### src/rtl/xif_copro_pkg.sv
// Shared types and defaults for the coprocessor writeback path.
// Holds the result FIFO entry layout plus default id width and FIFO depth.
// Imported by the arbiter, its interface and the bench.
package xif_copro_pkg;

  localparam int unsigned X_ID_WIDTH = 4;
  localparam int unsigned RES_DEPTH  = 4;
  localparam int unsigned REG_ADDR_W = 5;
  localparam int unsigned DATA_W     = 32;

  // One queued XIF result: we = GPR writeback requested on the core side.
  typedef struct packed {
    logic [X_ID_WIDTH-1:0] id;
    logic [REG_ADDR_W-1:0] rd;
    logic                  we;
    logic [DATA_W-1:0]     data;
  } result_entry_t;

endpackage

### src/rtl/xif_copro_wb_arbiter_if.sv
// Bundle of all EX, memory, register-file and XIF result signals of the arbiter.
// Ports: ex_* (valid/ready + payload), mem_* (valid + payload, never stalled),
// copreg_* (RF write port), xif_result_* (valid/ready + payload), fifo_count_o, overflow_o.
interface xif_copro_wb_arbiter_if #(
  parameter int unsigned X_ID_WIDTH = xif_copro_pkg::X_ID_WIDTH,
  parameter int unsigned RES_DEPTH  = xif_copro_pkg::RES_DEPTH
);
  logic                    ex_valid_i;
  logic                    ex_ready_o;
  logic [X_ID_WIDTH-1:0]   ex_id_i;
  logic [4:0]              ex_rd_i;
  logic                    ex_rd_is_copro_i;
  logic [31:0]             ex_data_i;

  logic                    mem_valid_i;
  logic [X_ID_WIDTH-1:0]   mem_id_i;
  logic [4:0]              mem_rd_i;
  logic                    mem_we_i;
  logic [31:0]             mem_data_i;

  logic                    copreg_we_o;
  logic [4:0]              copreg_waddr_o;
  logic [31:0]             copreg_wdata_o;

  logic                    xif_result_valid_o;
  logic                    xif_result_ready_i;
  logic [X_ID_WIDTH-1:0]   xif_result_id_o;
  logic [4:0]              xif_result_rd_o;
  logic                    xif_result_we_o;
  logic [31:0]             xif_result_data_o;

  logic [$clog2(RES_DEPTH):0] fifo_count_o;
  logic                       overflow_o;

  // Arbiter side.
  modport slave (
    input  ex_valid_i, ex_id_i, ex_rd_i, ex_rd_is_copro_i, ex_data_i,
    input  mem_valid_i, mem_id_i, mem_rd_i, mem_we_i, mem_data_i,
    input  xif_result_ready_i,
    output ex_ready_o, copreg_we_o, copreg_waddr_o, copreg_wdata_o,
    output xif_result_valid_o, xif_result_id_o, xif_result_rd_o,
    output xif_result_we_o, xif_result_data_o, fifo_count_o, overflow_o
  );

  // Producer / consumer side.
  modport master (
    output ex_valid_i, ex_id_i, ex_rd_i, ex_rd_is_copro_i, ex_data_i,
    output mem_valid_i, mem_id_i, mem_rd_i, mem_we_i, mem_data_i,
    output xif_result_ready_i,
    input  ex_ready_o, copreg_we_o, copreg_waddr_o, copreg_wdata_o,
    input  xif_result_valid_o, xif_result_id_o, xif_result_rd_o,
    input  xif_result_we_o, xif_result_data_o, fifo_count_o, overflow_o
  );
endinterface

### src/rtl/xif_copro_result_fifo.sv
// Result FIFO: circular buffer with wrapping pointers and occupancy count.
// Ports: push_i/push_data_i, pop_i/pop_data_o (head, valid when !empty_o), full_o, empty_o, count_o.
// Latency: push visible at head one cycle later, no bypass; push while full only lands with a pop.
module xif_copro_result_fifo #(
  parameter int unsigned DEPTH = 4,
  parameter int unsigned WIDTH = 42
) (
  input  logic                     clk_i,
  input  logic                     rst_ni,
  input  logic                     push_i,
  input  logic [WIDTH-1:0]         push_data_i,
  input  logic                     pop_i,
  output logic [WIDTH-1:0]         pop_data_o,
  output logic                     full_o,
  output logic                     empty_o,
  output logic [$clog2(DEPTH):0]   count_o
);
  localparam int unsigned PW = $clog2(DEPTH);

  logic [PW-1:0]    wptr_q, wptr_d, rptr_q, rptr_d;
  logic [PW:0]      count_q, count_d;
  logic [WIDTH-1:0] mem_q [DEPTH];
  logic [WIDTH-1:0] mem_d [DEPTH];
  logic             do_push, do_pop;

  assign full_o     = (count_q == (PW+1)'(DEPTH));
  assign empty_o    = (count_q == '0);
  assign count_o    = count_q;
  assign pop_data_o = mem_q[rptr_q];

  // A full FIFO still takes a push when the head leaves in the same cycle.
  assign do_pop  = pop_i & ~empty_o;
  assign do_push = push_i & (~full_o | do_pop);

  always_comb begin
    mem_d   = mem_q;
    wptr_d  = wptr_q;
    rptr_d  = rptr_q;
    count_d = count_q;
    if (do_push) begin
      mem_d[wptr_q] = push_data_i;
      wptr_d        = wptr_q + 1'b1;  // DEPTH is a power of two: natural wrap
    end
    if (do_pop) begin
      rptr_d = rptr_q + 1'b1;
    end
    case ({do_push, do_pop})
      2'b10:   count_d = count_q + 1'b1;
      2'b01:   count_d = count_q - 1'b1;
      default: count_d = count_q;
    endcase
  end

  always_ff @(posedge clk_i or negedge rst_ni) begin
    if (!rst_ni) begin
      wptr_q  <= '0;
      rptr_q  <= '0;
      count_q <= '0;
    end else begin
      wptr_q  <= wptr_d;
      rptr_q  <= rptr_d;
      count_q <= count_d;
    end
  end

  // Storage needs no reset; only entries below count_q are ever observed.
  always_ff @(posedge clk_i) begin
    mem_q <= mem_d;
  end

endmodule

### src/rtl/xif_copro_wb_arbiter.sv
// Arbitrates EX and memory results onto the coprocessor RF write port and queues XIF results.
// Ports: clk_i, rst_ni, bus (slave modport: ex/mem inputs, copreg write, xif result, count, overflow).
// Latency: RF write same cycle as accept, XIF result 1 cycle later; memory always wins, EX stalls on full.
module xif_copro_wb_arbiter #(
  parameter int unsigned RES_DEPTH  = xif_copro_pkg::RES_DEPTH,
  parameter int unsigned X_ID_WIDTH = xif_copro_pkg::X_ID_WIDTH
) (
  input  logic                   clk_i,
  input  logic                   rst_ni,
  xif_copro_wb_arbiter_if.slave  bus
);
  import xif_copro_pkg::*;

  localparam int unsigned CW = $clog2(RES_DEPTH) + 1;

  // Same layout as result_entry_t, but sized by this instance's id width.
  typedef struct packed {
    logic [X_ID_WIDTH-1:0] id;
    logic [REG_ADDR_W-1:0] rd;
    logic                  we;
    logic [DATA_W-1:0]     data;
  } entry_t;

  entry_t        push_entry, head_entry;
  logic          fifo_full, fifo_empty, fifo_push, fifo_pop;
  logic [CW-1:0] fifo_count;
  logic          ex_ready, ex_acc;
  logic          overflow_q, overflow_d;

  assign fifo_pop = ~fifo_empty & bus.xif_result_ready_i;
  assign ex_ready = ~bus.mem_valid_i & (~fifo_full | fifo_pop);
  assign ex_acc   = bus.ex_valid_i & ex_ready;

  always_comb begin
    push_entry          = '0;
    fifo_push           = 1'b0;
    overflow_d          = overflow_q;
    bus.copreg_we_o     = 1'b0;
    bus.copreg_waddr_o  = '0;
    bus.copreg_wdata_o  = '0;
    if (bus.mem_valid_i) begin
      // Memory results cannot be stalled: the RF write always happens and a
      // full FIFO without a pop drops the result and flags it.
      bus.copreg_we_o    = bus.mem_we_i;
      bus.copreg_waddr_o = bus.mem_rd_i;
      bus.copreg_wdata_o = bus.mem_data_i;
      push_entry.id      = bus.mem_id_i;
      push_entry.rd      = bus.mem_rd_i;
      fifo_push          = ~fifo_full | fifo_pop;
      overflow_d         = overflow_q | (fifo_full & ~fifo_pop);
    end else if (ex_acc) begin
      bus.copreg_we_o    = bus.ex_rd_is_copro_i;
      bus.copreg_waddr_o = bus.ex_rd_i;
      bus.copreg_wdata_o = bus.ex_data_i;
      push_entry.id      = bus.ex_id_i;
      push_entry.rd      = bus.ex_rd_i;
      push_entry.we      = ~bus.ex_rd_is_copro_i;
      push_entry.data    = bus.ex_data_i;
      fifo_push          = 1'b1;
    end
  end

  always_ff @(posedge clk_i or negedge rst_ni) begin
    if (!rst_ni) begin
      overflow_q <= 1'b0;
    end else begin
      overflow_q <= overflow_d;
    end
  end

  xif_copro_result_fifo #(
    .DEPTH (RES_DEPTH),
    .WIDTH ($bits(entry_t))
  ) u_fifo (
    .clk_i       (clk_i),
    .rst_ni      (rst_ni),
    .push_i      (fifo_push),
    .push_data_i (push_entry),
    .pop_i       (fifo_pop),
    .pop_data_o  (head_entry),
    .full_o      (fifo_full),
    .empty_o     (fifo_empty),
    .count_o     (fifo_count)
  );

  assign bus.ex_ready_o         = ex_ready;
  assign bus.xif_result_valid_o = ~fifo_empty;
  assign bus.xif_result_id_o    = head_entry.id;
  assign bus.xif_result_rd_o    = head_entry.rd;
  assign bus.xif_result_we_o    = head_entry.we;
  assign bus.xif_result_data_o  = head_entry.data;
  assign bus.fifo_count_o       = fifo_count;
  assign bus.overflow_o         = overflow_q;

endmodule

### src/flat_wrapper.sv
// flat-port wrapper written by rule: the top's interface ports become plain ports
module xif_copro_wb_arbiter_flat import xif_copro_pkg::*;
#(
  parameter int unsigned RES_DEPTH  = xif_copro_pkg::RES_DEPTH,
  parameter int unsigned X_ID_WIDTH = xif_copro_pkg::X_ID_WIDTH
)
  (clk_i, rst_ni, bus_ex_valid_i, bus_ex_id_i, bus_ex_rd_i, bus_ex_rd_is_copro_i, bus_ex_data_i, bus_mem_valid_i, bus_mem_id_i, bus_mem_rd_i, bus_mem_we_i, bus_mem_data_i, bus_xif_result_ready_i, bus_ex_ready_o, bus_copreg_we_o, bus_copreg_waddr_o, bus_copreg_wdata_o, bus_xif_result_valid_o, bus_xif_result_id_o, bus_xif_result_rd_o, bus_xif_result_we_o, bus_xif_result_data_o, bus_fifo_count_o, bus_overflow_o);
  xif_copro_wb_arbiter_if #(.X_ID_WIDTH(X_ID_WIDTH), .RES_DEPTH(RES_DEPTH)) bus_i ();
  input  logic clk_i;
  input  logic rst_ni;
  input wire logic [$bits(bus_i.ex_valid_i)-1:0] bus_ex_valid_i;
  input wire logic [$bits(bus_i.ex_id_i)-1:0] bus_ex_id_i;
  input wire logic [$bits(bus_i.ex_rd_i)-1:0] bus_ex_rd_i;
  input wire logic [$bits(bus_i.ex_rd_is_copro_i)-1:0] bus_ex_rd_is_copro_i;
  input wire logic [$bits(bus_i.ex_data_i)-1:0] bus_ex_data_i;
  input wire logic [$bits(bus_i.mem_valid_i)-1:0] bus_mem_valid_i;
  input wire logic [$bits(bus_i.mem_id_i)-1:0] bus_mem_id_i;
  input wire logic [$bits(bus_i.mem_rd_i)-1:0] bus_mem_rd_i;
  input wire logic [$bits(bus_i.mem_we_i)-1:0] bus_mem_we_i;
  input wire logic [$bits(bus_i.mem_data_i)-1:0] bus_mem_data_i;
  input wire logic [$bits(bus_i.xif_result_ready_i)-1:0] bus_xif_result_ready_i;
  output wire logic [$bits(bus_i.ex_ready_o)-1:0] bus_ex_ready_o;
  output wire logic [$bits(bus_i.copreg_we_o)-1:0] bus_copreg_we_o;
  output wire logic [$bits(bus_i.copreg_waddr_o)-1:0] bus_copreg_waddr_o;
  output wire logic [$bits(bus_i.copreg_wdata_o)-1:0] bus_copreg_wdata_o;
  output wire logic [$bits(bus_i.xif_result_valid_o)-1:0] bus_xif_result_valid_o;
  output wire logic [$bits(bus_i.xif_result_id_o)-1:0] bus_xif_result_id_o;
  output wire logic [$bits(bus_i.xif_result_rd_o)-1:0] bus_xif_result_rd_o;
  output wire logic [$bits(bus_i.xif_result_we_o)-1:0] bus_xif_result_we_o;
  output wire logic [$bits(bus_i.xif_result_data_o)-1:0] bus_xif_result_data_o;
  output wire logic [$bits(bus_i.fifo_count_o)-1:0] bus_fifo_count_o;
  output wire logic [$bits(bus_i.overflow_o)-1:0] bus_overflow_o;
  assign bus_i.ex_valid_i = bus_ex_valid_i;
  assign bus_i.ex_id_i = bus_ex_id_i;
  assign bus_i.ex_rd_i = bus_ex_rd_i;
  assign bus_i.ex_rd_is_copro_i = bus_ex_rd_is_copro_i;
  assign bus_i.ex_data_i = bus_ex_data_i;
  assign bus_i.mem_valid_i = bus_mem_valid_i;
  assign bus_i.mem_id_i = bus_mem_id_i;
  assign bus_i.mem_rd_i = bus_mem_rd_i;
  assign bus_i.mem_we_i = bus_mem_we_i;
  assign bus_i.mem_data_i = bus_mem_data_i;
  assign bus_i.xif_result_ready_i = bus_xif_result_ready_i;
  assign bus_ex_ready_o = bus_i.ex_ready_o;
  assign bus_copreg_we_o = bus_i.copreg_we_o;
  assign bus_copreg_waddr_o = bus_i.copreg_waddr_o;
  assign bus_copreg_wdata_o = bus_i.copreg_wdata_o;
  assign bus_xif_result_valid_o = bus_i.xif_result_valid_o;
  assign bus_xif_result_id_o = bus_i.xif_result_id_o;
  assign bus_xif_result_rd_o = bus_i.xif_result_rd_o;
  assign bus_xif_result_we_o = bus_i.xif_result_we_o;
  assign bus_xif_result_data_o = bus_i.xif_result_data_o;
  assign bus_fifo_count_o = bus_i.fifo_count_o;
  assign bus_overflow_o = bus_i.overflow_o;
  xif_copro_wb_arbiter #(.RES_DEPTH(RES_DEPTH), .X_ID_WIDTH(X_ID_WIDTH)) u_core (.clk_i(clk_i), .rst_ni(rst_ni), .bus(bus_i));
endmodule
### config.mk
export PLATFORM = sky130hd
export DESIGN_NAME = xif_copro_wb_arbiter_flat
export DESIGN_NICKNAME = d
export VERILOG_FILES = /design/src/rtl/xif_copro_pkg.sv /design/src/rtl/xif_copro_wb_arbiter_if.sv /design/src/rtl/xif_copro_result_fifo.sv /design/src/rtl/xif_copro_wb_arbiter.sv /design/src/flat_wrapper.sv
export SDC_FILE = /design/constraint.sdc
export NUM_CORES = 1
export LEC_CHECK = 0
export BUFFER_PORTS_ARGS = -buffer_cell sky130_fd_sc_hd__buf_2
export CAP_MARGIN = 20
export CORE_MARGIN = 4
export CORE_UTILIZATION = 52
export DETAILED_ROUTE_END_ITERATION = 10
export PLACE_DENSITY = 0.78
export SLEW_MARGIN = 40
export SYNTH_ARGS = -nofsm -noshare
export SYNTH_HDL_FRONTEND = slang
export SYNTH_SLANG_ARGS = --single-unit
### constraint.sdc
create_clock -name clk_i -period 3.4 [get_ports clk_i]
set_clock_uncertainty 0.1 [all_clocks]
set_input_delay 0.34 -clock clk_i [delete_from_list [all_inputs] [get_ports clk_i]]
set_output_delay 0.34 -clock clk_i [all_outputs]
set_load 0.02 [all_outputs]
=== After elaboration in Yosys (flattened, before gate mapping) ===
Cells that the tools add are included.

* Add/subtract/negate cells: 4
* Magnitude comparators: 3
* Eq/ne operators: 3
* Muxes and demuxes: 18
* Bitwise logic cells: 16
* Reduce and logical (&&, ||, !) cells: 3

{| class="wikitable"
|+ Operators with widths
! kind !! count
|-
| $bwmux W168 || 1
|-
| $mux W42 || 4
|-
| $bmux W42 S2 || 1
|-
| $demux W42 S2 || 1
|-
| $mux W32 || 2
|-
| $mux W33 || 1
|-
| $mux W5 || 2
|-
| $mux W9 || 1
|-
| $and A1 B1 Y1 || 6
|-
| $ge A3 B3 Y1 const B || 2
|-
| $not A2 Y3 || 2
|-
| $pmux W3 S2 || 1
|-
| $not A1 Y1 || 5
|-
| $add A2 B1 Y2 const B || 2
|-
| $mux W1 || 4
|-
| $add A3 B1 Y3 const B || 1
|-
| $eq A3 B3 Y1 const B || 1
|-
| $logic_not A3 Y1 || 1
|-
| $lt A3 B1 Y1 const B || 1
|-
| $or A1 B1 Y1 || 3
|-
| $sub A3 B1 Y3 const B || 1
|-
| $eq A2 B1 Y1 const B || 1
|-
| $eq A2 B2 Y1 const B || 1
|-
| $reduce_bool A2 Y1 || 1
|-
| $logic_and A1 B1 Y1 || 1
|}

* Bits in registers: 176
* Logic and storage cells: 55

=== Logic depth before layout (Yosys ltp) ===
Gate-level depths: netlist of the first run.

* Depth in word-level cells: 11
* Mapped depth: 10
* Depth with buffers taken out: 9

=== Hierarchy ===
From an unflattened synthesis of the first run, not the netlist that was laid out.

* Cell total of the unflattened synthesis: 362
* Area total of the unflattened synthesis: 7347.0 µm²

{| class="wikitable"
|+ Modules (own cells, without submodules)
! module !! instances !! cells each !! area each (µm²) !! seq. area each (µm²)
|-
| xif_copro_result_fifo || 1 || 258 || 6482.5 || 5220.0
|-
| xif_copro_wb_arbiter || 1 || 104 || 864.6 || 25.0
|}

=== Worst setup path before layout of the first run ===
Ideal clock, no wire load.

* Path kind: register to register
* From: register u_core.u_fifo.count_q[2], in the netlist u_core.u_fifo.count_o[2]
* To: register u_core.u_fifo.mem_q[0] in the netlist's numbering, enable pin
* Data arrival time: 2022 ps
* Data required time: 2897 ps
* Setup slack: 874 ps
* Cell stages (with the launch flop): 4
* Path buffers: 0
* Cell sequence: dfrtp_1 -> nor4b_4 -> nor2_1 -> and2_1

* Word-level cells in the longest chain between the ends: 9
* Elaborated cells between the ends (all ways): 13

{| class="wikitable"
|+ Ends and longest elaborated chain
! element !! line !! text
|-
| start: declaration || xif_copro_result_fifo.sv:21 || <nowiki>logic [PW:0] count_q, count_d;</nowiki>
|-
| start signal: assignment || xif_copro_result_fifo.sv:62 || <nowiki>count_q <= count_d;</nowiki>
|-
| $logic_not A3 Y1 || xif_copro_result_fifo.sv:27 || <nowiki>assign empty_o = (count_q == '0);</nowiki>
|-
| $not A1 Y1 || xif_copro_result_fifo.sv:32, xif_copro_wb_arbiter.sv:30 ||
|-
| $and A1 B1 Y1 || xif_copro_wb_arbiter.sv:30 || <nowiki>assign fifo_pop = ~fifo_empty & bus.xif_result_ready_i;</nowiki>
|-
| $or A1 B1 Y1 || xif_copro_wb_arbiter.sv:31, xif_copro_wb_arbiter.sv:49 ||
|-
| $and A1 B1 Y1 || xif_copro_wb_arbiter.sv:31 || <nowiki>assign ex_ready = ~bus.mem_valid_i & (~fifo_full | fifo_pop);</nowiki>
|-
| $and A1 B1 Y1 || xif_copro_wb_arbiter.sv:32 || <nowiki>assign ex_acc = bus.ex_valid_i & ex_ready;</nowiki>
|-
| $mux W1 || xif_copro_wb_arbiter.sv:51 || <nowiki>end else if (ex_acc) begin</nowiki>
|-
| $mux W1 || xif_copro_wb_arbiter.sv:41 || <nowiki>if (bus.mem_valid_i) begin</nowiki>
|-
| $and A1 B1 Y1 * || xif_copro_result_fifo.sv:33 || <nowiki>assign do_push = push_i & (~full_o | do_pop);</nowiki>
|-
| end signal: assignment || xif_copro_result_fifo.sv:68 || <nowiki>mem_q <= mem_d;</nowiki>
|-
| end: declaration || xif_copro_result_fifo.sv:22 || <nowiki>logic [WIDTH-1:0] mem_q [DEPTH];</nowiki>
|}

Mark *: on every way between the ends. The rest lies on a longest branch, timed or not.
A chain may end at the register's enable or synchronous reset.

=== Final worst setup path of the first run ===
* From: register u_core.u_fifo.count_q[2], in the netlist u_core.u_fifo.count_o[2]
* To: output port bus_copreg_waddr_o[0]

* Word-level cells in the longest chain between the ends: 8
* Elaborated cells between the ends (all ways): 10

{| class="wikitable"
|+ Ends and longest elaborated chain
! element !! line !! text
|-
| $logic_not A3 Y1 || xif_copro_result_fifo.sv:27 ||
|-
| $not A1 Y1 || xif_copro_wb_arbiter.sv:30 ||
|-
| $and A1 B1 Y1 || xif_copro_wb_arbiter.sv:30 ||
|-
| $or A1 B1 Y1 * || xif_copro_wb_arbiter.sv:31 ||
|-
| $and A1 B1 Y1 * || xif_copro_wb_arbiter.sv:31 ||
|-
| $and A1 B1 Y1 * || xif_copro_wb_arbiter.sv:32 ||
|-
| $mux W5 * || xif_copro_wb_arbiter.sv:51 ||
|-
| $mux W5 * || xif_copro_wb_arbiter.sv:41 ||
|-
| end: declaration || flat_wrapper.sv:24 || <nowiki>output wire logic [$bits(bus_i.copreg_waddr_o)-1:0] bus_copreg_waddr_o;</nowiki>
|}

Marked as above.

==> out/results.tsv, run 1 <==
stage	metric	value	unit
global_routing	antenna_found_initial	0	
logic_synthesis	synth_most_common_cell	edfxtp_1	
route	avgViaCountPerCell	5.56	
route	wl_per_cell	20.3	um
logic_synthesis	synth_area_leaders	edfxtp_1 (70%), mux4_2 (13%), a22o_1 (5.1%)	
route	drc	0	
die	die_x	126	um
global_routing	grt.total_usage	19.1	%
global_routing	grt_pass1_vias	4134	
logic_synthesis	async_flop_share	4.55	%
logic_synthesis	syn_area	7230	um2
worst_setup_path	rrSetupSlack	0.94	ns
worst_setup_path	max_stage_delay	0.52	ns
timing	hold_violations	0	
route	final_antenna_net_count	0	
worst_setup_path	cp_max_fo	15	
worst_setup_path	cp_top_family	simple AND/OR/NAND/NOR gates	
logic_synthesis	yosys.area_share.adder	1.14	%
worst_setup_path	path_cells	nor4b_4 > nor3b_4 > buf_4 > a22o_1 > buf_2	
worst_setup_path	cp.arrival	2.30	ns
logic_synthesis	synth_flop_cell	edfxtp_1	
timing	slew_headroom	52.5	%
worst_setup_path	worst_setup_path_end_kind	output port	
final_layout	fillers	919	
worst_setup_path	crit_required	2.96	ns
logic_synthesis	synth.net_count	450	
logic_synthesis	synth-compound-area-share	5.31	%
logic_synthesis	synth_top_area_share	69.7	%
die	dieArea	15900	um2
clock_tree	cts_max_level	4	
route	firstDrtPassIters	4	
logic_synthesis	yosysUniqueCellTypes	25	
placed_design	post_dp_cell_area	8300	um2
timing	final.setup.tns	0	ns
timing	rsz0062_at_grt	false	
global_routing	grt_pass1_wl	23200	um
placed_design	dp_hpwl	9530	um
timing	fmax	365	MHz
clock_tree	cts_inserted_buffers	17	
logic_synthesis	synth_edf_count	168	
logic_synthesis	synthSimpleGateAreaFrac	4.05	%
worst_setup_path	r2r-end	u_core.u_fifo.count_o[2]	
clock_tree	worstSkewPairLatency	0.41	ns
pwr	powerDensity	921	nW/um2
timing	finalSetupViolations	0	
logic_synthesis	synth.largest_area_cell	edfxtp_1	
clock_tree	clkTransAtPathRegs	0.06	ns
worst_setup_path	worstSetupEndpoint	bus_copreg_waddr_o[0]	
hold_path	hold_class	in2reg	
timing	hold-worst-slack	0.165	ns
global_routing	grt_max_degree	43	
worst_setup_path	worstReg2RegStart	u_core.u_fifo.count_o[0]	
route	wl	14700	um
logic_synthesis	synth_commonest_cells	edfxtp_1 (168), a22o_1 (42), mux4_2 (42)	
worst_setup_path	crit_buf_inv	2	
clock_tree	clock_path_buffers	2	
logic_synthesis	synth_xor_area_share	0.727	%
timing	slew_violations	0	
logic_synthesis	seq_area_frac_synth	72.5	%
timing	max_slew.worst_pin.slew	0.713	ns
die	die_h	126	um
final_layout	drive_gt1_share	48.9	%
logic_synthesis	avgSynthCellArea	20.4	um2
placed_design	portBuffers	174	
final_layout	final_cell_area	8900	um2
run	cap_violations	0	
worst_setup_path	cp-startpoint	u_core.u_fifo.count_o[2]	
clock_tree	post-cts-setup-buffers	0	
logic_synthesis	syn-instance-count	355	
logic_synthesis	synth_top_family_by_area	multiplexers	
timing	period_minus_slack	2.74	ns
final_layout	antenna_cells	0	
worst_setup_path	critPathLaunchType	flop	
status	status	finished, final reports clean	
die	start_util	53.8	%
global_routing	overflow	0	
clock_tree	tritoncts	yes	
pwr	power.leakage	3.41	nW
clock_tree	clock-sinks	176	
final_layout	nNetsFinal	630	
logic_synthesis	ys_ff_latch	176	
final_layout	syn_to_final_growth	23.1	%
logic_synthesis	muxShareOfSynthArea	13.4	%
worst_setup_path	cp.depth	5	
timing	fin_crit_sh	80.7	%
placed_design	globalplace.congestion	0.739	
worst_setup_path	critPathKind	reg2out	
route	drt_first_iter_violations	258	
die	rows	42	
worst_setup_path	slowest_stage	nor3b_4	
logic_synthesis	yosys_warnings	0	
die	coreArea	13500	um2
pwr	ir_worst_vdd	0.483	mV
clock_tree	cts.root.buffer_cell	clkbuf_16	
route	vias	4023	
worst_setup_path	r2r_cells	9	
die	pin_count	175	
metal layers:
metal / wire (um) / track usage (%)
met1: 6090 / 25.9
met2: 7210 / 30.5
met3: 1220 / 5.80
met4: 176 / 5.43
met5: 0 / 0
per-stage QoR:
step	worst slack, ns	utilization [%]	power [mW]	cells
floorplan	0.874	-	5.36	355
global placement	1.11	61.7	6.28	691
detailed placement	0.957	61.7	6.36	691
CTS	0.605	66.2	8.31	724
global route	0.502	66.2	8.60	724
finish	0.657	66.2	8.20	724
cell families (layout without fill, tap and decap cells):
group                    after synthesis  in the layout
AO/OA/AOI/OAI                         44             44
multiplexers                          44             44
flip-flops                           176            176
AND/OR/NAND/NOR                       45             45
XOR/XNOR                               6              6
adder cells (fa/ha/maj)                6              6
buffers and inverters                 34            227
final cells by class:
cell class	count	area, um2	area share [%]
Clock buffer	18	429	4.82
Clock inverter	14	166	1.87
Inverter	6	22.5	0.253
Multi-Input combinational cell	145	1790	20.1
Sequential cell	176	5250	59.0
Tap cell	176	220	2.47
Timing Repair Buffer	189	1020	11.5
worst min-delay path by stage:
stage,start,endpoint,slack (ns),cells after the start
floorplan,rst_ni,u_core.bus.overflow_o,-0.06,0
global placement,rst_ni,u_core.u_fifo.count_o[1],0.09,1
detailed placement,rst_ni,u_core.bus.overflow_o,0.1,1
CTS,bus_ex_rd_is_copro_i,u_core.u_fifo.mem_q[32],0.15,2
global route,bus_ex_rd_is_copro_i,u_core.u_fifo.mem_q[74],0.15,2
finish,bus_ex_rd_is_copro_i,u_core.u_fifo.mem_q[116],0.16,2
cells in the final DEF, fill, tap and decap left out, types with 5 or more instances in the layout:
cell type  synthesis  final
buf_2              5    174
clkbuf_16          0     17
buf_4              8     11
mux4_2            42     42
and2_1            36     32
a22o_1            42     42
dfrtp_1            8      6
ha_1               5      5
edfxtp_1         168    168
inv_1              6      6
state kept, by name, indices dropped and copies added (netlist names):
signal,flops
u_core.u_fifo.rptr_q,2
u_core.u_fifo.count_o,3
u_core.u_fifo.mem_q,168
u_core.bus.overflow_o,1
u_core.u_fifo.wptr_q,2
where the power goes:
group	leakage [nW]	total [mW]	switching (mW)	internal, mW
combinational	1.46	2.78	1.61	1.18
clock	0.285	1.93	0.773	1.15
sequential	1.67	3.49	0.331	3.16
what timing repair did:
action	in CTS	in global routing
resized for setup	0	0
hold buffers	1	0
endpoints found under the hold margin	8	0
No activity file was read; power rests on OpenSTA's default activity.
==> inputs of run 2 (changes only) <==
--- a/config.mk
+++ b/config.mk
@@ -8,9 +8,9 @@
 export BUFFER_PORTS_ARGS = -buffer_cell sky130_fd_sc_hd__buf_2
 export CAP_MARGIN = 20
 export CORE_MARGIN = 4
-export CORE_UTILIZATION = 52
+export CORE_UTILIZATION = 48
 export DETAILED_ROUTE_END_ITERATION = 10
-export PLACE_DENSITY = 0.78
+export PLACE_DENSITY = 0.76
 export SLEW_MARGIN = 40
 export SYNTH_ARGS = -nofsm -noshare
 export SYNTH_HDL_FRONTEND = slang
==> constraint.sdc (replaced) <==
create_clock -name clk_i -period 2.35 [get_ports clk_i]
set_clock_uncertainty 0.1 [all_clocks]
set_input_delay 0.235 -clock clk_i [delete_from_list [all_inputs] [get_ports clk_i]]
set_output_delay 0.235 -clock clk_i [all_outputs]
set_load 0.02 [all_outputs]
==> run 2 against run 1 <==
Against the previous run:
- via count rose by 2.3%
- die area rose by 7.8%
- non-clock buffer count rose by 22
- global-route usage fell by 0.24 points
- combinational power rose by 65%
- critical path depth rose by 2
- highest routed layer unchanged
- worst hold slack got worse by 0.12 ns
- critical path type unchanged
- power rose by 51%
- sequential share of layout area fell by 3.3 points
==> out/results.tsv, run 2 (synthesis results as in run 1) <==
stage	metric	value	unit	change
status	status	finished, final reports clean		
die	coreArea	14600	um2	+8.9%
clock_tree	tritoncts	yes		
global_routing	grt_pass1_wl	23600	um	+1.7%
worst_setup_path	critPathLaunchType	flop		
worst_setup_path	slowest_stage	dfrtp_2		
global_routing	antenna_found_initial	0		unchanged
final_layout	regMostFlops	u_core.u_fifo.mem_q		
final_layout	nNetsFinal	652		+3.5%
die	dieArea	17100	um2	+7.8%
timing	max_slew.worst_pin.slew	0.568	ns	-0.144 ns
hold_path	hold_start	bus_ex_rd_i[1]		
final_layout	final_common_cell	edfxtp_1		
global_routing	top_usage_layer	met2		
route	firstDrtPassIters	4		unchanged
global_routing	grt_util_met1	24.2	%	-1.6 points
global_routing	met3_usage	4.19	%	-1.6 points
route	vias	4114		+2.3%
worst_setup_path	worstReg2RegStart	u_core.u_fifo.count_o[0]		
worst_setup_path	cp_max_fo	7		-8
global_routing	grt.total_usage	18.8	%	-0.24 points
die	rows	44		+4.8%
final_layout	drive_gt1_share	51.8	%	+2.8 points
worst_setup_path	cp_top_family	buffers and inverters		
final_layout	antenna_cells	0		unchanged
worst_setup_path	crit_required	2.02	ns	-0.94 ns
run	cap_violations	0		unchanged
final_layout	fillers	1021		+11%
timing	slew_headroom	62.1	%	+9.6 points
timing	finalSetupViolations	0		unchanged
clock_tree	clkTransAtPathRegs	0.06	ns	about the same
pwr	ir_worst_vdd	0.706	mV	+46%
timing	fmax	426	MHz	
timing	hold-worst-slack	0.0458	ns	-0.119 ns
timing	final.setup.tns	0	ns	unchanged
clock_tree	cts_max_level	4		unchanged
worst_setup_path	cp.arrival	2.01	ns	-0.29 ns
worst_setup_path	cp-startpoint	u_core.u_fifo.count_o[0]		
hold_path	hold_class	in2reg		
global_routing	use_met2	31.9	%	+1.4 points
worst_setup_path	crit_buf_inv	4		+2
worst_setup_path	worst_setup_path_end_kind	output port		
clock_tree	clock-sinks	176		unchanged
clock_tree	clock_path_buffers	2		unchanged
pwr	power.leakage	3.63	nW	+6.5%
worst_setup_path	max_stage_delay	0.42	ns	-0.10 ns
route	wl_per_cell	20.9	um	+3.1%
final_layout	largest_register_ffs	168		unchanged
worst_setup_path	path_cells	nor4b_4 > buf_4 > nor3b_4 > buf_12 > buf_8 > a22o_1 > buf_6		
global_routing	overflow	0		unchanged
timing	period_minus_slack	2.35	ns	
timing	slew_violations	0		unchanged
route	drc	0		unchanged
die	die_h	131	um	+3.8%
placed_design	dp_hpwl	9630	um	+0.97%
global_routing	grt_max_degree	45		+4.7%
placed_design	globalplace.congestion	0.737		-0.27%
route	final_antenna_net_count	0		unchanged
die	die_x	131	um	+3.8%
placed_design	portBuffers	174		unchanged
final_layout	finish.utilization	64.4	%	-1.8 points
timing	rsz0062_at_grt	true		
die	start_util	49.4	%	-4.4 points
clock_tree	cts.root.buffer_cell	clkbuf_16		
final_layout	final_cell_mix	edfxtp_1 (168), buf_2 (145), mux4_2 (42), a22o_1 (39), and2_1 (32)		
pwr	powerDensity	1310	nW/um2	+43%
die	pin_count	175		unchanged
final_layout	seq_area	5250	um2	about the same
route	wl	15800	um	+7.4%
final_layout	multi_input_area	1820	um2	+1.5%
clock_tree	cts_inserted_buffers	17		unchanged
route	drt_first_iter_violations	292		+13%
timing	fin_crit_sh	100	%	
worst_setup_path	critPathKind	reg2out		
final_layout	syn_to_final_growth	30.4	%	
timing	hold_violations	0		unchanged
global_routing	grt_pass1_vias	4335		+4.9%
route	avgViaCountPerCell	5.46		-1.8%
clock_tree	worstSkewPairLatency	0.42	ns	about the same
==> run 2: changes by cell type in the layout (fill, tap and decap cells not counted), moves of 7 or more <==
cell / delta
buf_2: -29
buf_4: +15
buf_6: +26
buf_12: +7
==> run 2: path summary, 6_finish.rpt <==
check,slack [ns],to,cells after the start
max in group asynchronous,1.80,u_core.u_fifo.rptr_q[0],2
max reg2reg,0.12,u_core.u_fifo.count_o[2],9
min in group asynchronous,0.12,u_core.u_fifo.count_o[2],2
max,0.0009,bus_copreg_wdata_o[26],7
min reg2reg,0.41,u_core.bus.overflow_o,1
min,0.05,u_core.u_fifo.mem_q[118],2
==> run 2: cell type report <==
cell class,instances,area share (%)
timing repair buffer,211,15.7
clock inverter,12,2.02
sequential,176,55.7
clock buffer,20,4.63
inverter,6,0.239
multi-input combinational,145,19.3
tap,184,2.44
==> run 2: worst register-to-register path, cell delays in order, from the launching register on <==
cell	delay, ns
dfrtp_2	0.42
nor4b_4	0.29
nor2_1	0.09
inv_1	0.07
ha_1	0.19
inv_1	0.07
fa_1	0.37
xor2_1	0.16
nor2_1	0.12
xor2_1	0.22
==> run 2: where the power goes <==
| part | internal (mW) | switching (mW) |
|---|---|---|
| combinational | 1.97 | 2.61 |
| sequential | 4.58 | 0.264 |
| clock | 1.88 | 1.08 |
| total | 8.42 | 3.96 |
==> run 2: metal layers <==
metal	vias to the layer above	part of all wire, %
li1	1859	-
met5	-	0
met1	2111	40
met2	127	54
met4	0	1.1
met3	17	4.6
==> run 2: through the flow <==
stage	area [um2]	power [mW]	setup WS (ns)	instances
floorplan	7240	7.74	0.0937	355
global placement	8360	9.16	0.288	701
detailed placement	8360	9.30	0.0645	701
CTS	9290	12.5	-0.0569	747
global route	9430	13.0	-0.0831	754
finish	9430	12.4	0.000903	754
==> run 2: what timing repair did <==
item | CTS | global route
setup endpoints to repair | 40 | 38
resized for setup | 48 | 24
hold buffers | 1 | 0
buffers inserted | 12 | 7
hold endpoints to repair | 8 | 0
pin swaps | 1 | 6
cloned | 1 | 1
